### config.mk
export PLATFORM = sky130hd
export DESIGN_NAME = video_timing_gen
export DESIGN_NICKNAME = d
export VERILOG_FILES = /design/src/rtl/video_timing_gen.sv
export SDC_FILE = /design/constraint.sdc
export NUM_CORES = 1
export LEC_CHECK = 0
export ABC_AREA = 0
export CAP_MARGIN = 30
export CELL_PAD_IN_SITES_DETAIL_PLACEMENT = 1
export CELL_PAD_IN_SITES_GLOBAL_PLACEMENT = 2
export CORE_ASPECT_RATIO = 1.75
export CORE_MARGIN = 3
export CORE_UTILIZATION = 30
export DETAILED_ROUTE_END_ITERATION = 10
export HOLD_SLACK_MARGIN = 0.1
export PLACE_DENSITY = 0.77
export SLEW_MARGIN = 20
export SYNTH_ARGS = -nofsm -noshare
export SYNTH_HDL_FRONTEND = slang
export SYNTH_SLANG_ARGS = --single-unit
### constraint.sdc
create_clock -name pixclk -period 1.9 [get_ports pixclk]
set_clock_uncertainty 0.15 [all_clocks]
set_input_delay 0.38 -clock pixclk [delete_from_list [all_inputs] [get_ports pixclk]]
set_output_delay 0.38 -clock pixclk [all_outputs]
set_load 0.02 [all_outputs]
### src/rtl/video_timing_gen.sv
// Parametrised raster timing generator: sync, DE, coordinates and line/frame pulses
// behind an OUT_LATENCY-deep enabled pipeline. Define VTG_TEST_PATTERN_EN for colour bars.
module video_timing_gen #(
    parameter int unsigned H_ACTIVE    = 640,
    parameter int unsigned H_FP        = 16,
    parameter int unsigned H_SYNC      = 96,
    parameter int unsigned H_BP        = 48,
    parameter int unsigned V_ACTIVE    = 480,
    parameter int unsigned V_FP        = 10,
    parameter int unsigned V_SYNC      = 2,
    parameter int unsigned V_BP        = 33,
    parameter logic        HS_POL      = 1'b1,
    parameter logic        VS_POL      = 1'b1,
    parameter int unsigned OUT_LATENCY = 1,
    parameter int unsigned CNT_W       = 12
) (
    input  logic             pixclk,
    input  logic             rst_n,
    input  logic             en,
    input  logic             restart,
    output logic             hsync,
    output logic             vsync,
    output logic             de,
    output logic [CNT_W-1:0] x,
    output logic [CNT_W-1:0] y,
    output logic             line_start,
    output logic             frame_start,
    output logic [7:0]       red,
    output logic [7:0]       green,
    output logic [7:0]       blue
);

    localparam int unsigned H_TOTAL  = H_ACTIVE + H_FP + H_SYNC + H_BP;
    localparam int unsigned V_TOTAL  = V_ACTIVE + V_FP + V_SYNC + V_BP;
    localparam int unsigned CNT_LIM  = 32'd1 << CNT_W;

    localparam logic [CNT_W-1:0] H_LAST   = CNT_W'(H_TOTAL - 1);
    localparam logic [CNT_W-1:0] V_LAST   = CNT_W'(V_TOTAL - 1);
    localparam logic [CNT_W-1:0] H_ACT    = CNT_W'(H_ACTIVE);
    localparam logic [CNT_W-1:0] V_ACT    = CNT_W'(V_ACTIVE);
    localparam logic [CNT_W-1:0] H_SS     = CNT_W'(H_ACTIVE + H_FP);
    localparam logic [CNT_W-1:0] H_SE     = CNT_W'(H_ACTIVE + H_FP + H_SYNC);
    localparam logic [CNT_W-1:0] V_SS     = CNT_W'(V_ACTIVE + V_FP);
    localparam logic [CNT_W-1:0] V_SE     = CNT_W'(V_ACTIVE + V_FP + V_SYNC);

    // Elaboration-time parameter guards
    if (OUT_LATENCY < 1 || OUT_LATENCY > 8) begin : g_bad_latency
        $error("video_timing_gen: OUT_LATENCY must be in 1..8");
    end
    if (H_TOTAL >= CNT_LIM || V_TOTAL >= CNT_LIM) begin : g_bad_total
        $error("video_timing_gen: raster totals do not fit in CNT_W bits");
    end

    typedef struct packed {
        logic             hs;
        logic             vs;
        logic             de;
        logic             ls;
        logic             fs;
        logic [CNT_W-1:0] x;
        logic [CNT_W-1:0] y;
    } stage_t;

    localparam int unsigned STAGE_W = $bits(stage_t);
    localparam int unsigned PIPE_W  = OUT_LATENCY * STAGE_W;
    localparam stage_t STAGE_RST = '{hs: ~HS_POL, vs: ~VS_POL, de: 1'b0, ls: 1'b0,
                                     fs: 1'b0, x: '0, y: '0};

    logic [CNT_W-1:0] h_cnt;
    logic [CNT_W-1:0] v_cnt;
    stage_t           stage0_c;
    stage_t [OUT_LATENCY-1:0] pipe;

    // Raster counters; restart and natural wrap both land on 0,0
    always_ff @(posedge pixclk or negedge rst_n) begin
        if (!rst_n) begin
            h_cnt <= '0;
            v_cnt <= '0;
        end else if (en) begin
            if (restart) begin
                h_cnt <= '0;
                v_cnt <= '0;
            end else if (h_cnt == H_LAST) begin
                h_cnt <= '0;
                v_cnt <= (v_cnt == V_LAST) ? '0 : v_cnt + CNT_W'(1);
            end else begin
                h_cnt <= h_cnt + CNT_W'(1);
            end
        end
    end

    // Stage-0 decode of the current position
    always_comb begin
        stage0_c    = STAGE_RST;
        stage0_c.de = (h_cnt < H_ACT) && (v_cnt < V_ACT);
        stage0_c.hs = ((h_cnt >= H_SS) && (h_cnt < H_SE)) ? HS_POL : ~HS_POL;
        stage0_c.vs = ((v_cnt >= V_SS) && (v_cnt < V_SE)) ? VS_POL : ~VS_POL;
        stage0_c.ls = (h_cnt == '0);
        stage0_c.fs = (h_cnt == '0) && (v_cnt == '0);
        stage0_c.x  = h_cnt;
        stage0_c.y  = v_cnt;
    end

    // Output pipeline: element 0 is the newest stage, the top element drives the ports
    always_ff @(posedge pixclk or negedge rst_n) begin
        if (!rst_n) begin
            pipe <= {OUT_LATENCY{STAGE_RST}};
        end else if (en) begin
            pipe <= PIPE_W'({pipe, stage0_c});
        end
    end

    assign hsync       = pipe[OUT_LATENCY-1].hs;
    assign vsync       = pipe[OUT_LATENCY-1].vs;
    assign de          = pipe[OUT_LATENCY-1].de;
    assign line_start  = pipe[OUT_LATENCY-1].ls;
    assign frame_start = pipe[OUT_LATENCY-1].fs;
    assign x           = pipe[OUT_LATENCY-1].x;
    assign y           = pipe[OUT_LATENCY-1].y;

`ifdef VTG_TEST_PATTERN_EN
    localparam int unsigned BAR_W    = (H_ACTIVE / 8 == 0) ? 1 : H_ACTIVE / 8;
    localparam int unsigned RGB_PW   = OUT_LATENCY * 24;

    logic [CNT_W-1:0]          bar_raw_c;
    logic [2:0]                bar_idx_c;
    logic [23:0]               rgb_c;
    logic [OUT_LATENCY-1:0][23:0] rgb_pipe;

    // Bar colour bits: R is off for bars 2,3,6,7, G off for 4..7, B off for odd bars
    always_comb begin
        bar_raw_c = h_cnt / CNT_W'(BAR_W);
        bar_idx_c = (bar_raw_c > CNT_W'(7)) ? 3'd7 : bar_raw_c[2:0];
        rgb_c     = '0;
        if (stage0_c.de) begin
            rgb_c = {{8{~bar_idx_c[1]}}, {8{~bar_idx_c[2]}}, {8{~bar_idx_c[0]}}};
        end
    end

    always_ff @(posedge pixclk or negedge rst_n) begin
        if (!rst_n) begin
            rgb_pipe <= '0;
        end else if (en) begin
            rgb_pipe <= RGB_PW'({rgb_pipe, rgb_c});
        end
    end

    assign red   = rgb_pipe[OUT_LATENCY-1][23:16];
    assign green = rgb_pipe[OUT_LATENCY-1][15:8];
    assign blue  = rgb_pipe[OUT_LATENCY-1][7:0];
`else
    assign red   = 8'd0;
    assign green = 8'd0;
    assign blue  = 8'd0;
`endif

endmodule

# ---- Word-level counts from Yosys, hierarchy flattened
# Index checks and enable logic that the tools add are counted.
dict set report op_classes {
  n_addsub 2
  magnitude_cmp 6
  n_eq_ne 2
  muxes 7
  reduce_logical 8
}
# cell n
set op_table {}
lappend op_table {{$mux 12} 5}
lappend op_table {{$add 12x1->12 const B} 2}
lappend op_table {{$eq 12x10->1 const B} 2}
lappend op_table {{$logic_not 12->1} 2}
lappend op_table {{$lt 12x10->1 const B} 2}
lappend op_table {{$lt 12x9->1 const B} 2}
lappend op_table {{$ge 12x10->1 const B} 1}
lappend op_table {{$ge 12x9->1 const B} 1}
lappend op_table {{$logic_and 1x1->1} 4}
lappend op_table {{$mux 1} 2}
lappend op_table {{$reduce_and 2->1} 1}
lappend op_table {{$reduce_bool 2->1} 1}
dict set report word_totals {
  register_bits 53
  inputBits 4
  output_inout_bits 53
  word_cells 34
}

# ---- Logic depth before layout (Yosys ltp)
# Gate-level depths: netlist (run 1).
dict set report depth {
  ltp_word 4
  depth_mapped 7
  mapped_depth_nobuf 6
}

# ---- Worst setup path before layout (run 1)
# OpenSTA, ideal clock, no wires.
dict set report synth_timing {
  kind {reg2reg}
  from {reg v_cnt[1]}
  to {reg v_cnt[7]}
  setup_ns 0.136
  t_arrival_ns 1.451
  required_ns 1.614
  path_slack_ns 0.163
  path_stages_with_launch 8
  n_path_buf 1
  synth_period_minus_slack_ns 1.737
  path_cell_list {dfrtp_1 inv_1 ha_1 nor2b_1 a41oi_4 buf_6 a41oi_1 a31oi_1}
}
dict set report synth_between {
  elab_chain_cells 4
  elab_cells_between_ends 5
  classes_between {1 x add/sub; 1 x eq/ne; 3 x mux}
}
# item line_no
set synth_rtl {}
lappend synth_rtl {{start: declaration} 70} ;# logic [CNT_W-1:0] v_cnt;
lappend synth_rtl {{start signal: assignment} 85} ;# v_cnt <= (v_cnt == V_LAST) ? '0 : v_cnt + CNT_W'(1);
lappend synth_rtl {{$add 12x1->12 or $eq 12x10->1 (tied branches)} 85}
lappend synth_rtl {{$mux 12 (*)} 85}
lappend synth_rtl {{$mux 12 (*)} 83} ;# end else if (h_cnt == H_LAST) begin
lappend synth_rtl {{$mux 12 (*)} 80} ;# if (restart) begin
# Mark *: on every way between the ends. The rest lies on a longest branch, timed or not. The select of a mux whose other input is x is not followed.
# A chain may end at the register's enable or synchronous reset.

# ---- Worst setup path in the final report (run 1)
dict set report layout_timing {
  from {reg h_cnt[0]}
  to {reg v_cnt[9]}
}
dict set report layout_between {
  elab_chain_cells 3
}
# item line_no
set layout_rtl {}
lappend layout_rtl {{start: declaration} 69} ;# logic [CNT_W-1:0] h_cnt;
lappend layout_rtl {{start signal: assignment} 87} ;# h_cnt <= h_cnt + CNT_W'(1);
lappend layout_rtl {{$eq 12x10->1} 83}
lappend layout_rtl {{$reduce_bool 2->1 (no line)} -}
lappend layout_rtl {{$reduce_and 2->1 (no line)} -}
# Every way passes these cells.

==> results of run 1 <==
## cells in the mapped netlist (all sizes together)
cell type,count,area share (%)
o22ai,1,0.22
nand4,6,1.3
nor3,9,2.0
clkinv,1,0.13
o41ai,3,1.2
mux2i,1,0.35
o21ai,9,1.6
nor4,5,1.6
a41o,1,0.35
inv,9,1.2
a32o,2,0.70
nor2,13,2.0
nand3,10,2.2
buf,39,10
a21o,1,0.26
and4bb,1,0.57
and2,2,0.44
conb,1,0.13
or2,1,0.22
dfrtp,53,47
nor2b,2,0.44
xnor2,5,1.5
a41oi,11,4.6
nand2,13,1.7
a31oi,8,1.8
nand4b,1,0.31
or2b,2,0.53
and4,4,1.2
ha,4,1.8
and3,5,1.1
nand2b,3,0.66
o31ai,1,0.26
xor2,4,1.2
mux2,24,9.5
clkbuf,2,0.31
## report_power, final
group,internal (mW),switching (mW)
Clock,0.490,0.425
Combinational,0.264,0.323
Sequential,1.20,0.0649
## logic make-up after synthesis
group                      synth area share, %
muxes                                    9.851
other                                   0.1318
buffers and inverters                    11.65
adders and majority gates                1.759
AOI/OAI and AO/OA                        10.91
DFF                                      46.61
xor gates and xnor gates                 2.770
and+or+nand+nor                          16.32
## critical path: stages, from the launching register on
cell and delay (ps):
dfrtp_1 390, ha_2 210, and2_1 200, a41o_4 300, buf_4 160, a41oi_1 210
a31oi_1 60
## cell type report
type | count | area (um2) | share of cell area, %
clock buffer | 6 | 128.9 | 3.599
sequential | 53 | 1326 | 37.04
inverter | 10 | 37.54 | 1.048
clock inverter | 2 | 15.01 | 0.4193
timing repair buffer | 70 | 618.1 | 17.26
tap | 120 | 150.1 | 4.193
multi-input combinational | 176 | 1305 | 36.44
## worst min-delay path by stage
stage	from	end	slack, ps	cells after the start
after floorplan	rst_n	de	-70	0
after global placement	rst_n	x[7]	250	2
after detailed placement	rst_n	x[11]	250	2
after CTS	en	h_cnt[0]	280	2
after global routing	en	h_cnt[0]	300	2
final	en	h_cnt[0]	280	2
## per-stage QoR
step | hold WS (ps) | util (%)
2_1_floorplan | -65.59 | -
3_3_place_gp | 245.1 | 36.78
3_5_place_dp | 249.1 | 36.78
4_1_cts | 276.3 | 38.78
5_1_grt | 304.8 | 39.13
6_report | 281.7 | 39.13
## sequential cells by signal, summed over array words and instances (netlist names)
| name | flops |
|---|---|
| h_cnt | 12 |
| line_start | 1 |
| vsync | 1 |
| x | 12 |
| frame_start | 1 |
| y | 12 |
| de | 1 |
| v_cnt | 12 |
| hsync | 1 |
## cell usage in the layout (no fill, tap or decap), types with 2 or more instances in the layout
master	synthesis	layout
a41oi_2	2	3
a41oi_1	8	7
o21ai_0	9	8
and4_1	4	4
nor4_1	4	4
nor2_1	12	12
buf_2	9	2
o41ai_1	2	2
nor3_1	8	7
nand2_1	13	13
clkinvlp_4	0	2
xnor2_1	5	5
a31oi_1	8	8
inv_1	9	9
ha_1	4	2
a32o_1	2	2
nand3_1	9	9
mux2_2	24	24
and3_1	5	5
ha_2	0	2
xor2_1	4	4
nand2b_1	3	3
buf_4	26	34
and2_1	2	2
clkdlybuf4s50_1	0	30
or2b_1	2	2
conb_1	1	24
clkbuf_16	0	5
dfrtp_1	53	53
nand4_1	6	6
buf_6	4	2
## routing by layer
metal	vias to the layer above	routed length, um
met5	-	0
met2	49	4178
met3	16	203
met1	1078	2525
li1	990	-
met4	0	271
## timing repair
action,4_1_cts,5_1_grt
resized for setup,3,7
cloned,0,0
hold buffers,1,0
endpoints found under the hold margin,53,0
endpoints found under the setup margin,4,7
pin swaps,1,2
setup buffers,2,1
==> impl_metrics.csv, run 1 <==
group,metric,value,unit
outcome,status,"complete, no violations",
routing,wire_per_inst,16.43,um
power,ir_worst_vdd,0.0004194,V
floorplan,coreArea,9151,um2
synth,yosysUniqueCellTypes,45,
floorplan,io_pins,57,
floorplan,die_y,134.8,um
timing,fmax,545.7,MHz
flow_run,cap_violations,0,
placement,place_area,3366,um2
critical_path,critPathRequiredTime,1910,ps
synth,synth.avg_cell_area,11.07,um2
critical_path,crit_start,"h_cnt[0]",
critical_path,crit_arrival,1840,ps
critical_path,crit_path_start_kind,"register",
global_routing,met3_usage,2.069,%
critical_path,r2r_cells,6,
floorplan,die_w,79.62,um
floorplan,rows,46,
timing,period_needed,1833,ps
synth,netlist_instances,257,
placement,place_inst,425,
cts,path_clk_slew,70,ps
critical_path,end_kind,"register",
global_routing,grtUsageTotal,14.16,%
critical_path,worstReg2RegEnd,"v_cnt[9]",
critical_path,worstSetupEndpoint,"v_cnt[9]",
cells_and_area,drive_gt1_share,27.13,%
power,p_per_area,773.5,nW/um2
placement,place.gp.congestion,0.8296,
power,leakagePower,1.614,nW
power,power,2.770,mW
placement,pre_cts_ws,-181.5,ps
timing,finalCritPeriodShare,96.45,%
placement,portBuffers,32,
timing,hold_viol,0,
cts,cts_root_buf,"clkbuf_16",
critical_path,critPathMaxFanout,5,
cts,tritoncts.num_buffers,5,
synth,seq_area_frac_synth,46.61,%
routing,vias,2133,
global_routing,use_met2,27.26,%
routing,dr.pass1.iters,4,
global_routing,antenna_found_initial,0,
floorplan,start_util,31.09,%
global_routing,grt_max_degree,54,
global_routing,overflow,0,
cts,cts_htree_levels,2,
timing,setup_violations,0,
cts,insertion_delay,290,ps
cells_and_area,layout.cells.non_filler,437,
synth,yosys_warnings,0,
routing,routed_via_density,4.881,
placement,dp_hpwl,5.456,mm
worst_hold_path,hold_path_class,"in2reg",
global_routing,grt_first_pass_wirelength,11.74,mm
synth,syn_area,2845,um2
cts,cts_tree,"yes",
timing,fin_setup_tns,0,ps
synth,synth_seq_cells,53,
cells_and_area,post-route-cell-area,3581,um2
routing,drtIter0Drc,87,
cells_and_area,n_antenna_cell,0,
cells_and_area,fillers,1034,
routing,routed_wl,7.178,mm
global_routing,busiest_layer,"met2",
critical_path,crit_type,"reg2reg",
cells_and_area,nets,324,
critical_path,rrSetupSlack,70,ps
cts,cts_buffer_depth,2,
global_routing,met1_usage,14.15,%
critical_path,r2r_start,"h_cnt[0]",
cells_and_area,syn_to_final_growth,25.86,%
cts,clock_sinks,53,
routing,ant_nets,0,
floorplan,die-area,10730,um2
timing,slew_violations,0,
routing,drc,0,
global_routing,grt_pass1_vias,2343,
timing,finalWorstSetupSlack,67.49,ps
No activity file was read; power rests on OpenSTA's default activity.
==> inputs of run 2 (changes only) <==
- CORE_MARGIN: 3 -> 5
- clock period: 1.9 -> 1.65 ns (I/O delays scaled with it)
==> run 2 against run 1 <==
The run now ends with negative setup slack left. Sequential share of layout area fell by 2.3 points. Combinational power is 25% higher. Maximum frequency grew 4.5%. Cell count rose by 4.8%. Global-route usage is 0.18 points lower. Critical path depth down 1. Sequential cell count unchanged. Largest power group unchanged.
==> impl_metrics.csv, run 2 (synthesis results as in run 1) <==
group,metric,value,unit
outcome,status,"complete, but fails checks",
outcome,violations,"negative setup slack",
timing,finalWorstSetupSlack,-104.1,ps
routing,routed_via_density,4.808,
cells_and_area,post-route-cell-area,3824,um2
cts,cts_root_buf,"clkbuf_16",
power,p_per_area,866.8,nW/um2
cts,path_clk_slew,70,ps
timing,relSlewSlack,63.77,%
cts,cts_htree_levels,2,
cells_and_area,drive_gt1_share,35.71,%
global_routing,overflow,0,
routing,dr.pass1.iters,4,
cells_and_area,fillers,1062,
power,power,3.314,mW
timing,finalCritPeriodShare,106.3,%
floorplan,die_w,83.62,um
floorplan,coreArea,9350,um2
routing,ant_nets,0,
critical_path,crit_path_max_incr_delay,430,ps
critical_path,crit_type,"reg2reg",
routing,drc,0,
routing,routed_wl,7.795,mm
placement,dp_hpwl,5.896,mm
flow_run,cap_violations,0,
floorplan,rows,47,
placement,portBuffers,32,
timing,worst_pin_slew,543.4,ps
floorplan,die_y,138.8,um
timing,rsz0062_at_grt,"yes",
global_routing,grt_first_pass_wirelength,12.90,mm
worst_hold_path,hold_path_class,"in2reg",
global_routing,grtUsageTotal,13.97,%
critical_path,crit_chain,"nor4_4 > a41oi_4 > buf_12 > a41oi_1 > a31oi_1",
critical_path,critPathRequiredTime,1670,ps
cells_and_area,syn_to_final_growth,34.39,%
timing,period_needed,1754,ps
cells_and_area,nets,343,
placement,pre_cts_ws,-362.8,ps
power,leakagePower,1.889,nW
critical_path,critPathMaxFanout,16,
routing,vias,2202,
floorplan,start_util,30.43,%
critical_path,critical-path-slowest-cell,"dfrtp_2",
timing,setup_violations,9,
cts,clock_sinks,53,
power,ir_worst_vdd,0.0006358,V
floorplan,die-area,11610,um2
global_routing,grt_pass1_vias,2516,
placement,place_area,3567,um2
cts,tritoncts.num_buffers,5,
critical_path,end_kind,"register",
global_routing,grt_max_degree,27,
routing,wire_per_inst,17.02,um
cts,insertion_delay,300,ps
critical_path,crit_path_start_kind,"register",
cells_and_area,fin_util,40.89,%
floorplan,io_pins,57,
cts,cts_buffer_depth,2,
global_routing,antenna_found_initial,0,
cells_and_area,final_cell_mix,"buf_4 (53), dfrtp_1 (51), dlygate4sd2_1 (29)",
cts,cts_tree,"yes",
timing,fmax,570.1,MHz
placement,place.gp.congestion,0.8051,
timing,slew_violations,0,
cells_and_area,final_common_cell,"buf_4",
cells_and_area,n_antenna_cell,0,
timing,hold_viol,0,
timing,whs,210.8,ps
routing,drtIter0Drc,127,
critical_path,crit_arrival,1770,ps
run 2: changes by cell type in the layout (fill, tap and decap cells not counted), moves of 2 or more:
cell / delta
dfrtp_2: +2
buf_6: -2
a41oi_2: +3
clkdlybuf4s50_1: -29
dfrtp_1: -2
buf_12: +2
nor4_1: -4
nor4_2: +3
clkinvlp_4: -2
clkbuf_8: +2
buf_4: +19
a41oi_1: -4
dlygate4sd2_1: +29
run 2: area by class of cell:
| type | instances | area, um2 | share of cell area [%] |
|---|---|---|---|
| clock buffers | 7 | 152.6 | 3.992 |
| flip-flops and latches | 53 | 1329 | 34.75 |
| well taps | 122 | 152.6 | 3.992 |
| clock inverters | 1 | 5.005 | 0.1309 |
| repair buffers | 89 | 742.0 | 19.40 |
| multi-input cells | 176 | 1405 | 36.75 |
| inverters | 10 | 37.54 | 0.9817 |
run 2: worst paths after layout:
| check | start | end | depth (start not counted) | slack, ps |
|---|---|---|---|---|
| max in group asynchronous | rst_n | h_cnt[8] | 3 | 420 |
| min in group asynchronous | rst_n | x[7] | 2 | 400 |
| setup reg to reg | v_cnt[4] | v_cnt[9] | 5 | -100 |
| setup / recovery | v_cnt[4] | v_cnt[9] | 5 | -100 |
| hold / removal | en | h_cnt[0] | 2 | 210 |
| hold reg to reg | frame_start | frame_start | 2 | 350 |
run 2: through the flow:
stage               std cells  TNS [ps]
floorplan                 280    -100.1
global placement          447     -6117
detailed placement        447     -6656
CTS                       458    -686.5
global route              458     -1800
finish                    458    -558.3
run 2: layer usage:
layer / track usage (%) / routed length (um) / up-vias
met3: 2.021 / 186 / 16
met4: 6.356 / 232 / 0
li1: - / - / 1029
met2: 27.23 / 4665 / 49
met1: 14.24 / 2709 / 1108
met5: 0 / 0 / -
run 2: worst max-delay path, delay by kind of cell, from the launching register on:
family | cells | cell delay, ps
buf+inv | 1 | 190
simple gates | 1 | 390
compound gates | 3 | 460
flops | 1 | 430
run 2: what timing repair did:
item | 4_1_cts | 5_1_grt
setup buffers | 2 | 0
setup endpoints to repair | 50 | 24
hold buffers | 1 | 0
gates cloned | 0 | 0
pin swaps | 1 | 2
endpoints found under the hold margin | 17 | 0
resized for setup | 36 | 11
run 2: where the power goes:
part,leakage [nW],total (mW),internal [mW],switching [mW]
logic,1.09,0.730,0.322,0.408
registers,0.715,1.46,1.39,0.0734
clock network,0.0799,1.12,0.644,0.481
total,1.89,3.31,2.35,0.962
